## src/rtl/sar_search_ctrl.sv

```systemverilog
// Binary-search controller driving the A side of an external magnitude comparator.
// Each start runs one search; result, flags, step count and last guess hold until the next start.
module sar_search_ctrl #(
  parameter int N  = 8,
  parameter int SW = $clog2(N + 2)
) (
  input  logic          clk,
  input  logic          rst,
  input  logic          start,
  input  logic          G,
  input  logic          E,
  input  logic          L,
  output logic [N-1:0]  guess,
  output logic          busy,
  output logic          done,
  output logic          found,
  output logic          err,
  output logic [N-1:0]  result,
  output logic [SW-1:0] steps
);

  typedef enum logic [1:0] {
    S_IDLE  = 2'd0,
    S_SETUP = 2'd1,
    S_CMP   = 2'd2,
    S_DONE  = 2'd3
  } state_t;

  localparam logic [N:0]    HI_INIT  = {1'b0, {N{1'b1}}};
  localparam logic [N:0]    ONE_W    = {{N{1'b0}}, 1'b1};
  localparam logic [SW-1:0] STEP_ONE = {{(SW-1){1'b0}}, 1'b1};

  // True when exactly one of the three comparator flags is asserted.
  function automatic logic flags_onehot(input logic g, input logic e, input logic l);
    return (g ^ e ^ l) & ~(g & e & l);
  endfunction

  state_t        state_q;
  logic [N:0]    lo_q;
  logic [N:0]    hi_q;
  logic [N-1:0]  guess_q;
  logic [N-1:0]  result_q;
  logic [SW-1:0] steps_q;
  logic          busy_q;
  logic          done_q;
  logic          found_q;
  logic          err_q;

  logic [N-1:0]  mid_d;
  logic [N:0]    guess_ext_d;
  logic [N:0]    hi_dec_d;
  logic [N:0]    lo_inc_d;
  logic          at_lo_d;
  logic          at_hi_d;
  logic          flags_ok_d;
  logic [SW-1:0] steps_inc_d;

  // Next-bound arithmetic; bounds are one bit wider so guess +/- 1 never wraps.
  always_comb begin
    guess_ext_d = {1'b0, guess_q};
    // In SETUP lo <= hi <= 2^N-1, so the low N bits carry the whole midpoint.
    mid_d       = lo_q[N-1:0] + ((hi_q[N-1:0] - lo_q[N-1:0]) >> 1);
    hi_dec_d    = guess_ext_d - ONE_W;
    lo_inc_d    = guess_ext_d + ONE_W;
    at_lo_d     = (guess_ext_d == lo_q);
    at_hi_d     = (guess_ext_d == hi_q);
    flags_ok_d  = flags_onehot(G, E, L);
    steps_inc_d = steps_q + STEP_ONE;
  end

  // Search FSM with all outputs registered.
  always_ff @(posedge clk) begin
    if (rst) begin
      state_q  <= S_IDLE;
      lo_q     <= {(N+1){1'b0}};
      hi_q     <= {(N+1){1'b0}};
      guess_q  <= {N{1'b0}};
      result_q <= {N{1'b0}};
      steps_q  <= {SW{1'b0}};
      busy_q   <= 1'b0;
      done_q   <= 1'b0;
      found_q  <= 1'b0;
      err_q    <= 1'b0;
    end else begin
      case (state_q)
        S_IDLE: begin
          done_q <= 1'b0;
          if (start) begin
            state_q  <= S_SETUP;
            lo_q     <= {(N+1){1'b0}};
            hi_q     <= HI_INIT;
            steps_q  <= {SW{1'b0}};
            found_q  <= 1'b0;
            err_q    <= 1'b0;
            result_q <= {N{1'b0}};
            busy_q   <= 1'b1;
          end else begin
            state_q <= S_IDLE;
            busy_q  <= 1'b0;
          end
        end
        S_SETUP: begin
          guess_q <= mid_d;
          state_q <= S_CMP;
        end
        S_CMP: begin
          steps_q <= steps_inc_d;
          if (!flags_ok_d) begin
            err_q   <= 1'b1;
            found_q <= 1'b0;
            busy_q  <= 1'b0;
            done_q  <= 1'b1;
            state_q <= S_DONE;
          end else if (E) begin
            found_q  <= 1'b1;
            result_q <= guess_q;
            busy_q   <= 1'b0;
            done_q   <= 1'b1;
            state_q  <= S_DONE;
          end else if (G) begin
            hi_q <= hi_dec_d;
            if (at_lo_d) begin
              found_q <= 1'b0;
              busy_q  <= 1'b0;
              done_q  <= 1'b1;
              state_q <= S_DONE;
            end else begin
              state_q <= S_SETUP;
            end
          end else begin
            lo_q <= lo_inc_d;
            if (at_hi_d) begin
              found_q <= 1'b0;
              busy_q  <= 1'b0;
              done_q  <= 1'b1;
              state_q <= S_DONE;
            end else begin
              state_q <= S_SETUP;
            end
          end
        end
        S_DONE: begin
          done_q  <= 1'b0;
          busy_q  <= 1'b0;
          state_q <= S_IDLE;
        end
        default: begin
          done_q  <= 1'b0;
          busy_q  <= 1'b0;
          state_q <= S_IDLE;
        end
      endcase
    end
  end

  assign guess  = guess_q;
  assign busy   = busy_q;
  assign done   = done_q;
  assign found  = found_q;
  assign err    = err_q;
  assign result = result_q;
  assign steps  = steps_q;

endmodule

```

## config.mk

```make
export PLATFORM = sky130hd
export DESIGN_NAME = sar_search_ctrl
export DESIGN_NICKNAME = d
export VERILOG_FILES = /design/src/rtl/sar_search_ctrl.sv
export SDC_FILE = /design/constraint.sdc
export NUM_CORES = 1
export LEC_CHECK = 0
export ABC_CLOCK_PERIOD_IN_PS = 5500
export CORE_ASPECT_RATIO = 1.5
export CORE_UTILIZATION = 30
export DETAILED_ROUTE_END_ITERATION = 7
export PLACE_DENSITY_LB_ADDON = 0.2
export SETUP_SLACK_MARGIN = 0.02
export SLEW_MARGIN = 5
export SYNTH_ARGS = -nofsm -noshare
export SYNTH_HDL_FRONTEND = slang
export SYNTH_SLANG_ARGS = --single-unit
export TNS_END_PERCENT = 5
```

## constraint.sdc

```tcl
create_clock -name clk -period 5.5 [get_ports clk]
set_input_delay 1.1 -clock clk [delete_from_list [all_inputs] [get_ports clk]]
set_output_delay 1.1 -clock clk [all_outputs]
set_load 0.005 [all_outputs]
```

### Word-level counts from Yosys, hierarchy flattened

Index checks and enable logic that the tools add are counted.

| word-level totals | value |
|---|---|
| flip-flop bits (word level) | 44 |
| input port bits | 6 |
| logic and storage cells | 90 |

| cells by class | value |
|---|---|
| $add $sub $neg | 5 |
| equality and inequality tests | 14 |
| mux-type cells | 42 |
| bitwise logic cells | 6 |
| reductions and logical operators | 13 |

Operators with widths:

| kind | count |
|---|---|
| $mux W9 | 8 |
| $pmux W9 S2 | 2 |
| $mux W8 | 3 |
| $eq A8 B9 Y1 | 2 |
| $mux W1 | 16 |
| $pmux W8 S2 | 1 |
| $ne A2 B2 Y1 const B | 7 |
| $mux W2 | 5 |
| $ne A5 B5 Y1 const B | 2 |
| $reduce_and A5 Y1 | 2 |
| $add A8 B1 Y9 const B | 1 |
| $reduce_and A3 Y1 | 3 |
| $sub A8 B1 Y9 const B | 1 |
| $add A8 B7 Y8 | 1 |
| $pmux W2 S4 | 1 |
| $pmux W4 S2 | 1 |
| $reduce_and A4 Y1 | 2 |
| $sub A8 B8 Y8 | 1 |
| $pmux W1 S2 | 3 |
| $add A4 B1 Y4 const B | 1 |
| $eq A2 B2 Y1 const B | 2 |
| $mux W4 | 1 |
| $reduce_bool A2 Y1 | 2 |
| $and A1 B1 Y1 | 3 |
| 8 further kinds | 9 |

### Logic depth before layout (Yosys ltp)

| logic depth | value |
|---|---|
| word-level depth | 6 |
| depth in mapped cells | 13 |
| gate-level depth less buffers | 13 |

### Least setup slack after synthesis

Ideal clock, no wire load.

| timing path | value |
|---|---|
| kind | in2reg |
| from | input port E |
| to | register lo_q[4] |
| setup time | 0.070 ns |
| arrival | 2.717 ns |
| path slack | 2.712 ns |
| stages on the path | 9 |
| buffers on the path | 1 |
| path through | inv_1 ha_1 nor2_1 a21o_1 nand3_1 a21o_1 clkbuf_1 or3b_1 a21oi_1 |

| on the way | value |
|---|---|
| cells in the longest elaborated chain, start to end | 6 |

Ends and longest elaborated chain:

| element | line | source |
|---|---|---|
| from (decl) | 11 | `input logic E,` |
| $and A1 B1 Y1 (2 in series) | 35 | `return (g ^ e ^ l) & ~(g & e & l);` |
| $not A1 Y1 | 35 |  |
| $and A1 B1 Y1 | 35 |  |
| $ne A2 B2 Y1 (no source line) | n/a |  |
| $reduce_and A5 Y1 (no source line) * | n/a |  |
| to (signal assigned) | 75 | `lo_q <= {(N+1){1'b0}};` |
| to (signal assigned) | 90 | `lo_q <= {(N+1){1'b0}};` |
| to (signal assigned) | 131 | `lo_q <= lo_inc_d;` |
| to (decl) | 39 | `logic [N:0] lo_q;` |

Every way passes the cells marked *; elsewhere a longest branch is shown, timed or not.
A chain may end at the register's enable or synchronous reset.

### Final worst setup path

| timing path | value |
|---|---|
| from | input port E |
| to | register result_q[4] (netlist: result[4]) |

| on the way | value |
|---|---|
| cells in the longest elaborated chain, start to end | 6 |

Ends and longest elaborated chain:

| element | line | source |
|---|---|---|
| $and A1 B1 Y1 (2 in series) | 35 |  |
| $not A1 Y1 | 35 |  |
| $and A1 B1 Y1 | 35 |  |
| $ne A2 B2 Y1 (no source line) | n/a |  |
| $reduce_and A4 Y1 (no source line) * | n/a |  |
| to (signal assigned) | 78 | `result_q <= {N{1'b0}};` |
| to (signal assigned) | 95 | `result_q <= {N{1'b0}};` |
| to (signal assigned) | 116 | `result_q <= guess_q;` |
| to (decl) | 42 | `logic [N-1:0] result_q;` |

Marked as above.

==> flow_summary.yaml <==
yosys:
  syn-cell-area_um2: 2820
  synth-seq-cells: 44
  synth_edf_count: 0
  yosysWarnings: 0
  synth-main-ff-cell: "dfxtp_1"
  synthMuxAreaShare: 0.0253
  synth_fa_ha_area_frac: 0.116
  synth-compound-area-share: 0.171
  synth-simple-area-share: 0.196
  yosysTopAreaCellShare: 0.312
  seq_area_frac_synth: 0.312
  yosysTopAreaCell: "dfxtp_1"
  synth.distinct_cells: 50
  netlist_instances: 333
  synth_nets: 364
  synth-xor-area-share: 0.118
  synthTopCellsByArea: "dfxtp_1 (31%), ha_1 (10%), xnor2_1 (8.7%)"
  avgSynthCellArea_um2: 8.47
  synthTopCellsByCount: "dfxtp_1 (44), nor2_1 (33), a21oi_1 (28), xnor2_1 (28), ha_1 (23)"
  synth_top_family_by_area: "simple AND/OR/NAND/NOR gates"
  synth.most_common_cell: "dfxtp_1"
  async_flop_share: 0
timing:
  hold_viol: 0
  fin_crit_sh: 0.618
  finalCriticalPeriod_ns: 3.40
  slew-limit-headroom: 0.372
  final_max_slew_viol_count: 0
  worst_clock_skew_ns: 0.0110
  setup_viol: 0
  worst_slew_pin_slew_ns: 0.942
  tns_ns: 0
  clock.fmax_ghz: 0.294
  rsz0062_at_grt: "no"
critical_path:
  cp_cell_sequence: "clkdlybuf4s50_1, inv_1, ha_1, nor2_1, a21o_1, nand2_1, a21oi_1, nand3_1, a21oi_1"
  cp_top_family: "compound AO/OA/AOI/OAI gates"
  rr_worst_depth: 11
  required_ns: 5.72
  reg2reg_to: "guess[6]"
  end_kind: "flip-flop"
  rrSetupSlack_ns: 2.43
  r2r_start: "lo_q[1]"
  cp-start-kind: "primary input"
  path_max_fanout: 16
  cp.depth: 9
  crit_path_frequent_cell: "a21oi_1"
  crit_arrival_ns: 3.62
  crit_type: "primary input to flip-flop"
  critPathSlowestCell: "a21oi_1"
  path_buf_inv: 2
  cp_slowest_stage_delay_ns: 0.75
placed_design:
  port-buffer-count: 29
  gp_congestion: 0.762
  place_area_um2: 3170
  hpwl_um: 5170
power_and_ir_drop:
  pwr-share-clk: 0.303
  power.total_mw: 0.987
  leakagePower_nw: 1.24
  p_int_mw: 0.650
  power.density_nw_per_um2: 298
  p_sw_frac: 0.341
  p_sw_mw: 0.337
  vdd.ir_drop.worst_uv: 169
  combPwrFrac: 0.311
  p_seq_frac: 0.386
clocking:
  cts_tree: "done"
  clockRootBuffer: "clkbuf_16"
  postCtsSetupRepairBufs: 0
  clk_latency_ns: 0.29
  clk_pin_slew_ns: 0.07
  cts_buffer_depth: 2
  cts_buffers: 5
  cts.sinks: 44
  htreeDepth: 2
  postCtsHoldBufs: 0
  cts.repair.resized: 0
grt:
  grt_start_max_net_pins: 35
  grt_usage: 0.158
  grt_first_pass_wirelength_um: 11700
  grt_pass1_vias: 2378
  antenna_found_initial: 0
  grt-ovfl-total: 0
route:
  drcViolationCount: 0
  vias: 2343
  final_antenna_net_count: 0
  wire_per_inst_um: 15.0
  wl_um: 6940
  routed_via_density: 5.06
  first_iter_violations: 45
  drt_pass1_iterations: 4
floorplan:
  core_um2: 9200
  io_pins: 30
  initial_core_util: 0.306
  row_count: 43
  die_area_um2: 9800
  dieWidth_um: 81.1
  die_y_um: 121
final_layout:
  syn_to_final_growth_pct: 17.4
  nets: 381
  postLayoutCellArea_um2: 3310
  drive_gt1_frac: 0.0484
  diodes: 0
  fillCellCount: 959
  post-route-util: 0.360
worst_hold_path:
  worstHoldEndpoint: "lo_q[8]"
  hp-class: "flip-flop to flip-flop"
  hold_depth: 2
  min_from: "lo_q[8]"
run:
  cap_violations: 0
status:
  status: "complete, no violations"
[placed cells by master (no fill, tap or decap), drive strengths merged, types with 3 or more instances in the layout]
master         Yosys  layout
dfxtp             44      44
nor2              33      33
clkdlybuf4s50      0      29
a21oi             29      29
xnor2             28      28
ha                23      23
inv               19      19
nand3             18      18
nand2             17      17
nand2b            12      12
xor2              10      10
a22oi              8       8
a311oi             8       8
o21ai              7       7
a21o               6       6
mux2i              6       6
nand4              5       5
clkbuf            10       5
nor3               4       4
nor2b              3       3
and3               3       3
o211ai             3       3
or3                3       3
clkinv             0       3
[flip-flops by register name (all words and copies together) (netlist names)]
register and cells:
lo_q 9, err 1, hi_q 9, result 8, found 1, busy 1, guess 8, steps 4
state_q 2, done 1
[power by group through the flow]
| stage | combinational, mW | sequential [mW] | clock (mW) |
|---|---|---|---|
| floorplan | 0.259 | 0.362 | 0 |
| global placement | 0.305 | 0.390 | 0 |
| detailed placement | 0.310 | 0.390 | 0 |
| CTS | 0.311 | 0.382 | 0.310 |
| global route | 0.350 | 0.387 | 0.321 |
| finish | 0.307 | 0.381 | 0.299 |
[routing by layer]
metal / vias up / share of wire / wire length (µm) / track usage
met5: - / 0 / 0 / 0
met1: 1118 / 0.43 / 2970 / 0.178
met3: 8 / 0.019 / 135 / 0.0226
met4: 0 / 0.018 / 123 / 0.0603
met2: 27 / 0.53 / 3710 / 0.290
li1: 1190 / - / - / -
[area by class of cell]
cell class | instances | area [µm²] | area share
clock buffers | 5 | 125 | 0.0378
clock inverters | 3 | 18.8 | 0.00567
inverters | 19 | 71.3 | 0.0216
multi-input cells | 249 | 1770 | 0.534
flip-flops and latches | 44 | 881 | 0.266
well taps | 112 | 140 | 0.0423
repair buffers | 31 | 305 | 0.0922
[worst max-delay path by stage]
stage               start        end  slack (ns)
floorplan               E    lo_q[4]        2.71
global placement        E  result[4]        1.82
detailed placement      E  result[4]        1.74
CTS                     E  result[4]        2.05
global route            E  result[2]        1.72
finish                  E  result[4]        2.10
[logic make-up (layout without fill, tap and decap cells)]
logic type,count (synthesis),count (layout)
adder cells (fa/ha/maj),25,25
AND/OR/NAND/NOR,107,107
buffers and inverters,40,58
XOR/XNOR,38,38
flip-flops,44,44
multiplexers,7,7
AO/OA/AOI/OAI,72,72
[per-stage QoR]
| stage | std cells | hold WS, ns | setup WS (ns) |
|---|---|---|---|
| final | 463 | 0.464 | 2.10 |
| after global routing | 463 | 0.488 | 1.72 |
| after global placement | 455 | 0.444 | 1.82 |
| after CTS | 463 | 0.466 | 2.05 |
| after floorplan | 333 | 0.432 | 2.71 |
| after detailed placement | 455 | 0.457 | 1.74 |
[worst reg2reg max path, stage by stage (launching register included)]
cell and delay (ns):
dfxtp_1 0.46, inv_1 0.12, fa_1 0.48, a21o_1 0.18, a21oi_1 0.26, xnor2_1 0.11, ha_1 0.34, a21oi_1 0.12
o21ai_1 0.21, a21oi_1 0.11, or4b_1 0.48, o311ai_1 0.10
No activity file was read; power rests on OpenSTA's default activity.
